--- config.mk ---
export PLATFORM = sky130hd
export DESIGN_NAME = dest_fifo
export DESIGN_NICKNAME = d
export VERILOG_FILES = /design/src/rtl/mux_pkg.sv /design/src/rtl/fifo_mem.sv /design/src/rtl/dest_fifo.sv
export SDC_FILE = /design/constraint.sdc
export NUM_CORES = 1
export LEC_CHECK = 0
export ABC_AREA = 0
export CAP_MARGIN = 40
export CORE_AREA = 2 2 59 61
export DETAILED_ROUTE_END_ITERATION = 7
export DIE_AREA = 0 0 61 63
export HOLD_SLACK_MARGIN = 0.1
export PLACE_DENSITY_LB_ADDON = 0.2
export SLEW_MARGIN = 20
export SYNTH_ARGS = -nofsm -noshare
export SYNTH_HDL_FRONTEND = slang
export SYNTH_SLANG_ARGS = --single-unit
--- constraint.sdc ---
create_clock -name clk -period 1.9 [get_ports clk]
set_clock_uncertainty 0.2 [all_clocks]
set_input_delay 0.285 -clock clk [delete_from_list [all_inputs] [get_ports clk]]
set_output_delay 0.285 -clock clk [all_outputs]
set_load 0.02 [all_outputs]
--- src/rtl/mux_pkg.sv ---
// Shared parameters for the VC mux, the destination FIFO and their benches.
package mux_pkg;

  localparam int BITNUMBER       = 5;
  localparam int ADDR_WIDTH      = 2;
  localparam int ALMOST_FULL_TH  = 3;
  localparam int ALMOST_EMPTY_TH = 1;

  function automatic int depth(input int aw);
    return 2 ** aw;
  endfunction

  localparam int DEPTH = depth(ADDR_WIDTH);

endpackage

--- src/rtl/fifo_mem.sv ---
// DEPTH x W register file: synchronous write, registered read.
// Memory contents survive reset; only the read register clears.
module fifo_mem
  import mux_pkg::*;
#(
  parameter int W  = BITNUMBER,
  parameter int AW = ADDR_WIDTH
) (
  input  logic          clk,
  input  logic          reset,
  input  logic          we_i,
  input  logic [AW-1:0] waddr_i,
  input  logic [W-1:0]  wdata_i,
  input  logic          re_i,
  input  logic [AW-1:0] raddr_i,
  output logic [W-1:0]  rdata_o
);

  logic [W-1:0] mem_q [2**AW];
  logic [W-1:0] rdata_q;

  always_ff @(posedge clk) begin
    if (we_i) begin
      mem_q[waddr_i] <= wdata_i;
    end
  end

  always_ff @(posedge clk) begin
    if (reset) begin
      rdata_q <= '0;
    end else if (re_i) begin
      rdata_q <= mem_q[raddr_i];
    end
  end

  assign rdata_o = rdata_q;

endmodule

--- src/rtl/dest_fifo.sv ---
// Destination FIFO behind the 2:1 VC mux; pointers, count, flags.
// Define DEST_FIFO_ERR_EN for a sticky overflow/underflow flag.
module dest_fifo
  import mux_pkg::*;
#(
  parameter int BITNUMBER       = mux_pkg::BITNUMBER,
  parameter int ADDR_WIDTH      = mux_pkg::ADDR_WIDTH,
  parameter int ALMOST_FULL_TH  = mux_pkg::ALMOST_FULL_TH,
  parameter int ALMOST_EMPTY_TH = mux_pkg::ALMOST_EMPTY_TH
) (
  input  logic                 clk,
  input  logic                 reset,
  input  logic                 valid_in,
  input  logic [BITNUMBER-1:0] data_in,
  input  logic                 pop,
  output logic [BITNUMBER-1:0] data_out,
  output logic                 valid_out,
  output logic                 full,
  output logic                 empty,
  output logic                 almost_full,
  output logic                 almost_empty,
  output logic                 fifo_error
);

  localparam logic [ADDR_WIDTH:0] CNT_FULL = {1'b1, {ADDR_WIDTH{1'b0}}};
  localparam logic [ADDR_WIDTH:0] AF_TH    = ALMOST_FULL_TH[ADDR_WIDTH:0];
  localparam logic [ADDR_WIDTH:0] AE_TH    = ALMOST_EMPTY_TH[ADDR_WIDTH:0];

  logic [ADDR_WIDTH-1:0] wr_ptr_q, wr_ptr_d;
  logic [ADDR_WIDTH-1:0] rd_ptr_q, rd_ptr_d;
  logic [ADDR_WIDTH:0]   count_q, count_d;
  logic                  valid_q;
  logic                  pop_ok, push_ok;

  assign empty        = (count_q == '0);
  assign full         = (count_q == CNT_FULL);
  assign almost_full  = (count_q >= AF_TH);
  assign almost_empty = (count_q <= AE_TH);

  // A full FIFO can still accept a word when a pop frees its slot
  assign pop_ok  = pop & ~empty;
  assign push_ok = valid_in & (~full | pop_ok);

  always_comb begin
    wr_ptr_d = wr_ptr_q;
    rd_ptr_d = rd_ptr_q;
    count_d  = count_q;
    if (push_ok) wr_ptr_d = wr_ptr_q + 1'b1;
    if (pop_ok)  rd_ptr_d = rd_ptr_q + 1'b1;
    if (push_ok && !pop_ok) count_d = count_q + 1'b1;
    if (pop_ok && !push_ok) count_d = count_q - 1'b1;
  end

  always_ff @(posedge clk) begin
    if (reset) begin
      wr_ptr_q <= '0;
      rd_ptr_q <= '0;
      count_q  <= '0;
      valid_q  <= 1'b0;
    end else begin
      wr_ptr_q <= wr_ptr_d;
      rd_ptr_q <= rd_ptr_d;
      count_q  <= count_d;
      valid_q  <= pop_ok;
    end
  end

  assign valid_out = valid_q;

  fifo_mem #(
    .W (BITNUMBER),
    .AW(ADDR_WIDTH)
  ) u_mem (
    .clk    (clk),
    .reset  (reset),
    .we_i   (push_ok & ~reset),
    .waddr_i(wr_ptr_q),
    .wdata_i(data_in),
    .re_i   (pop_ok),
    .raddr_i(rd_ptr_q),
    .rdata_o(data_out)
  );

`ifdef DEST_FIFO_ERR_EN
  logic err_q;
  logic ovf, udf;

  assign ovf = valid_in & full & ~pop_ok;
  assign udf = pop & empty;

  always_ff @(posedge clk) begin
    if (reset) begin
      err_q <= 1'b0;
    end else if (ovf || udf) begin
      err_q <= 1'b1;
    end
  end

  assign fifo_error = err_q;
`else
  assign fifo_error = 1'b0;
`endif

endmodule
==> results of run 1 <==
state kept, by name, indices dropped and copies added (netlist names):
signal         count
u_mem.rdata_o      5
valid_out          1
u_mem.mem_q       20
rd_ptr_q           2
count_q            3
wr_ptr_q           2
cell usage after synthesis:
cell type / count / area (um^2)
nand3b_1: 1 / 7.51
and2_1: 4 / 25.0
conb_1: 1 / 3.75
xor2_1: 2 / 17.5
a21o_1: 1 / 7.51
o21ai_1: 1 / 5.00
and2b_4: 1 / 10.0
inv_2: 1 / 3.75
a21oi_1: 2 / 10.0
o41ai_2: 1 / 16.3
inv_1: 8 / 30.0
nor2_1: 14 / 52.6
ha_1: 8 / 100
nand2_1: 1 / 3.75
clkbuf_1: 1 / 3.75
maj3_2: 1 / 11.3
nand2b_1: 2 / 12.5
o2111ai_2: 1 / 15.0
buf_4: 1 / 7.51
dfxtp_1: 13 / 260
buf_6: 1 / 11.3
o311a_1: 1 / 10.0
o21ai_0: 2 / 10.0
nand2b_2: 1 / 8.76
mux4_2: 5 / 113
edfxtp_1: 20 / 601
a31oi_1: 2 / 12.5
a21boi_0: 1 / 7.51
nand2_2: 1 / 6.26
o21ai_2: 2 / 17.5
buf_1: 1 / 3.75
nand3_1: 3 / 15.0
mux2i_1: 6 / 60.1
xnor2_1: 1 / 8.76
stage by stage:
step / power, mW / std cells / cell area (um^2) / utilization [%]
finish: 2.40 / 194 / 1860 / 57.7
global placement: 2.04 / 186 / 1800 / 55.8
CTS: 2.42 / 194 / 1860 / 57.7
global route: 2.57 / 194 / 1860 / 57.7
detailed placement: 2.07 / 186 / 1800 / 55.8
floorplan: 1.61 / 112 / 1490 / -
power breakdown:
group          leakage, nW  switching (mW)  internal (mW)
Sequential           0.289          0.0853          0.863
Combinational        0.419           0.535          0.564
Clock               0.0300           0.216          0.134
Total                0.738           0.836           1.56
cell type report:
| cell class | instances | area share [%] |
|---|---|---|
| clock buffers | 5 | 2.01 |
| well taps | 46 | 3.09 |
| flip-flops and latches | 33 | 46.3 |
| clock inverters | 3 | 0.671 |
| repair buffers | 32 | 14.6 |
| multi-input cells | 66 | 31.5 |
| inverters | 9 | 1.81 |
worst max path at each step:
| stage | from | endpoint | slack, ps | depth (start not counted) |
|---|---|---|---|---|
| detailed placement | count_q[0] | full | -30 | 5 |
| floorplan | count_q[1] | u_mem.mem_q[0][0] | 80 | 6 |
| global route | count_q[0] | almost_full | 0.7 | 5 |
| finish | count_q[0] | u_mem.mem_q[2][3] | 120 | 6 |
| global placement | count_q[0] | full | -40 | 5 |
| CTS | count_q[0] | full | 30 | 5 |
repair_timing:
item                                   4_1_cts  5_1_grt
cloned                                       0        0
resized for setup                           15        9
pin swaps                                    0        1
endpoints found under the hold margin        0        0
hold buffers                                 0        0
buffers inserted                             0        0
setup endpoints to repair                   15       18
routing by layer:
metal	global-route usage, %	up-vias	routed length (um)
li1	-	469	-
met1	20.1	453	1180
met2	24.5	16	1280
met3	4.55	2	91
met4	5.43	0	10
met5	0	-	0
worst min-delay path, stage by stage (launching register included):
cell	delay, ps
dfxtp_1	340
mux2i_1	70
nor2_1	70
layout by cell type, fill, tap and decap left out, types with 3 or more instances in the layout:
cell type        instances
and2_2                   3
buf_4                   15
clkbuf_4                 5
clkdlybuf4s50_1         14
dfxtp_1                 11
edfxtp_1                20
ha_1                     5
inv_1                    8
mux2i_1                  6
mux4_2                   5
nand3_1                  3
nor2_1                  14
cell families after synthesis:
group                      Yosys count
DFF                                 33
and+or+nand+nor                     28
AOI/OAI and AO/OA                   14
buffers and inverters               13
muxes                               11
adders and majority gates            9
xor gates and xnor gates             3
other                                1
==> impl_results.md, run 1 <==
* Io pins at 20
* Setup ws final at about 120 ps
* Syn Area/Cell at 13.3 um^2
* Fin. max-slew vios at 0
* Syn Nets at 129
* Mapped Cells at between 100 and 150
* Via count at 940
* Worst endpoint required time at between 1500 and 2000 ps
* Die height at approximately 63 um
* Deepest clock path buffer count at 2
* H-tree lvl count at 2
* Layout net count at approximately 160
* Hpwl dp at 1.93 mm
* Worst setup SP type: register
* Seq cells post-synth at 33
* Largest family of logic cells by synthesized area: multiplexers
* Initial antenna violation count at 0
* Reg2reg end: u_mem.mem_q[2][3]
* Family with the most delay on the worst path: simple AND/OR/NAND/NOR gates
* Share of layout cells above drive strength 1 at 30.4%
* Root Buffer Master: clkbuf_4
* Worst hold path class: reg2reg
* Mux cell area share after synthesis at 11.6%
* Area growth, synth to finish at 25.3%
* Fmax at 561 MHz
* R2r setup slk at ~120 ps
* Post-synthesis xor/xnor area fraction at under 10%
* Seq. cell area at 863 um^2
* Crit path max fanout at 5
* Netlist cell types at 34
* Vias/cell at 4.85
* Clk pin slew, worst setup/hold paths at 100 ps
* Maximum VDD drop at about 0.00053 V
* Synth Area in Compound Gates at 7.49%
* Setup TNS at 0 ps
* Number of setup violations in the final report at 0
* Hold Crit Start: u_mem.rdata_o[2]
* Port bufs at 18
* Final GP Congestion at roughly 0.81
* Antenna fix cells at 0
* Max-cap violations at 0
* RR Startpoint: count_q[0]
* Post-synthesis simple-gate area fraction at 9.50%
* Wire per inst at around 13 um
* CP Class: reg2reg
* Pre-CTS WS at -34.7 ps
* 1st-iter DRT viols at 25
* WHS at 315 ps
* GRT Residual Overflow at 0
* RSZ-0062 raised after global routing: no
* Critical-path cell list: inv_1, ha_4, nand2_1, o21ai_2, nor2_1, and2_1
* CORE AREA at 3230 um^2
* Critical path arrival at 1600 ps
* Status: finished clean
* ANT nets after route at 0
* CTS buffer count at 5
* Fin. Hold Viols at 0
* Largest net degree at the start of global routing at 15
* Minimum clock period at 1780 ps
* Final wirelength at 2.56 mm
* Total Routing Usage GR at 15.5%
* First-pass GRT wire length at roughly 4.4 mm
* Register area share after synthesis at 57.9%
* Worst path slowest cell: dfxtp_2
* Vias in the first global route at 1014
* Period utilization at a little over nine tenths
* Adder-Cell Fraction of Synth Area at under 10%
* Area of the mapped netlist at 1490 um^2
* Drt pass-1 iters at 4
* Leakage at 0.738 nW
* Cell Rows at 21
* Clock tree sinks at 33
* CP endpoint kind: register
* CTS tree: built
* Post-route DRC at 0
* Die Span X at about 61 um
* CP bufs+invs at 1
* Worst-skew pair later-pin latency at 320 ps
* Power density over the cells at 1290 nW/um^2
* Starting density of the core at 46.0%
* FF-to-FF path depth at 6
* Area of the multi-input gates at 588 um^2
* WHS Path Cells at 2
* Slowest stage delay, CP at 360 ps
* Fillers at about 270
* Die area at 3840 um^2
* Yosys warning count at 0
* Worst Hold Path EP: u_mem.rdata_o[2]
Note: power is estimated with default switching activity, not from simulation.
==> run 2, diff against run 1 <==
CORE_AREA = 2 2 58 60   (was 2 2 59 61)
CTS_CLUSTER_SIZE = 10   (was default)
DIE_AREA = 0 0 60 62   (was 0 0 61 63)
DONT_BUFFER_PORTS = 1   (was default)
==> run 2 against run 1 <==
The run now ends with negative setup slack left. Utilization shrank 3.3 points. First-iteration DRC count decreased by 8.0%. Combinational power shrank 26%. Global-route usage down 0.056 points. Via count is 8.8% lower. Critical endpoint is now almost_full.
==> impl_results.md, run 2 (synthesis gave the netlist of run 1 again) <==
* Commonest cells after routing, fill and taps aside: 20 x edfxtp_1, 13 x nor2_1, 10 x dfxtp_1, 8 x dlygate4sd3_1, 6 x mux2i_1
* Worst endpoint required time at 1410 ps (-300 ps)
* Gate power share at 37.3% (-8.6 points)
* CTS buffer count at 5 (unchanged)
* Maximum VDD drop at 0.000676 V (+26%)
* Max reg flops at 20 (unchanged)
* Cell Rows at 21 (unchanged)
* Clock tree sinks at 33 (unchanged)
* Share of layout cells above drive strength 1 at 27.1% (-3.3 points)
* CP endpoint: almost_full
* ANT nets after route at 0 (unchanged)
* 1st-iter DRT viols at 23 (-8.0%)
* Drt pass-1 iters at 4 (unchanged)
* Post-DP Area at 1560 um^2 (-14%)
* Final instance area at 1730 um^2 (-7.2%)
* Power density over the cells at 1270 nW/um^2 (-1.5%)
* GRT Residual Overflow at 0 (unchanged)
* Area growth, synth to finish at 16.2%
* Tot Pwr at 2.19 mW (-8.6%)
* RR Startpoint: count_q[0]
* Port bufs at 0 (-18)
* Fmax at 526 MHz (-6.2%)
* Commonest non-fill, non-tap cell in the layout: edfxtp_1
* Antenna fix cells at 0 (unchanged)
* Setup ws final at -0.648 ps (-118 ps)
* Starting density of the core at 46.8% (+0.76 points)
* Largest net degree at the start of global routing at 15 (unchanged)
* Failing checks: negative setup slack
* Period utilization at 100% (+6.2 points)
* Finished Layout Cells at 175 (-9.8%)
* Top reg by flops: u_mem.mem_q
* Clk pin slew, worst setup/hold paths at 100 ps (about the same)
* Minimum clock period at 1900 ps (+118 ps)
* Final GP Congestion at 0.815 (+0.37%)
* Post-Place Cells at 159 (-15%)
* Net Sw Power at 812 uW (-2.8%)
* CTS tree: built
* Pre-CTS WS at 56.2 ps (+90.9 ps)
* Switching share of power at 37.1% (+2.2 points)
* Fin. Hold Viols at 0 (unchanged)
* Total internal power at 1.38 mW (-12%)
* Worst hold path class: in2reg
* Post-route DRC at 0 (unchanged)
* Io pins at 20 (unchanged)
* Die Span X at 60 um (-1.6%)
* Final wirelength at 2.50 mm (-2.3%)
* CP endpoint kind: primary output
* Die height at 62 um (-1.6%)
* Fillers at 266 (-0.75%)
* Seq. cell area at 867 um^2 (+0.43%)
* Vias/cell at 4.90 (+1.1%)
* Deepest clock path buffer count at 2 (unchanged)
* CP startpoint: count_q[1]
* Worst setup SP type: register
* Reg2reg end: u_mem.mem_q[0][0]
* Hpwl dp at 1.81 mm (-6.4%)
* Clk pwr share at 16.4% (+1.8 points)
* Final design utilization at 54.4% (-3.3 points)
* Initial antenna violation count at 0 (unchanged)
* H-tree lvl count at 2 (unchanged)
* Wire per inst at 14.3 um (+8.3%)
* First-pass GRT wire length at 3.97 mm (-9.1%)
* Worst Tran Pin Value at 529 ps
* Worst-skew pair later-pin latency at 330 ps (about the same)
* Vias in the first global route at 853 (-16%)
* RSZ-0062 raised after global routing: yes
* R2r setup slk at 130 ps (about the same)
* Total Routing Usage GR at 15.5% (-0.056 points)
* Die area at 3720 um^2 (-3.2%)
* Status: finished, violations left
* Fin. max-slew vios at 0 (unchanged)
* FF-to-FF path depth at 6 (unchanged)
* Critical path arrival at 1420 ps (-180 ps)
* Max_slew headroom at ~65%
* Root Buffer Master: clkbuf_4
* Crit path max fanout at 4 (-1)
* Max-cap violations at 0 (unchanged)
* Leakage at 0.656 nW (-11%)
* CORE AREA at 3180 um^2 (-1.6%)
* Area of the multi-input gates at 597 um^2 (+1.5%)
* Setup TNS at -0.648 ps (-0.648 ps)
* CP Class: reg2out
* Seq pwr share at 46.4% (+6.8 points)
* WHS at 116 ps (-199 ps)
* Layout net count at 145 (-12%)
* Via count at 857 (-8.8%)
* Number of setup violations in the final report at 1 (+1)
==> run 2: cell count changes in the layout (fill, tap and decap cells not counted), sizes merged <==
cell           previous run  this run
clkbuf                    6         5
clkdlybuf4s50            14         0
dlygate4sd2               1         0
dlygate4sd3               0         8
buf                      16         5
==> run 2: metal layers <==
metal  vias to the layer above  wire (um)  GRT usage (%)
li1                        433          -              -
met1                       405       1120           18.1
met2                        15       1230           24.1
met3                         4         96           7.25
met4                         0         43           7.62
met5                         -          0              0
==> run 2: cell type report <==
cell class / instances / area share (%)
Timing Repair Buffer: 13 / 7.02
Inverter: 9 / 2.10
Clock buffer: 5 / 2.17
Clock inverter: 3 / 0.724
Tap cell: 46 / 3.33
Multi-Input combinational cell: 66 / 34.5
Sequential cell: 33 / 50.1
==> run 2: power groups by stage <==
stage	Sequential, mW	Combinational, mW	Clock, mW
after floorplan	0.969	0.642	0
after global placement	1.01	0.729	0
after detailed placement	1.02	0.741	0
after CTS	1.01	0.781	0.368
after global routing	1.04	0.896	0.418
final	1.02	0.816	0.359
==> run 2: how the worst min path moves through the flow <==
stage,start,end,slack [ps],cells past startpoint
floorplan,reset,count_q[0],150,1
global placement,reset,count_q[0],160,1
detailed placement,reset,wr_ptr_q[1],160,1
CTS,pop,count_q[0],110,4
global route,valid_in,count_q[1],110,3
finish,pop,count_q[0],120,4
==> run 2: critical path, stage by stage, from the launching register on <==
cell	delay, ps
dfxtp_2	340
buf_6	120
ha_4	160
ha_4	150
nor2_2	90
o21ai_1	70
buf_4	160
==> run 2: repair_timing <==
action                                  CTS  global route
endpoints found under the setup margin    1            23
pin swaps                                 0             1
buffers inserted                          0             0
hold buffers                              8             0
hold endpoints to repair                 33             0
gates resized for setup                   7             9
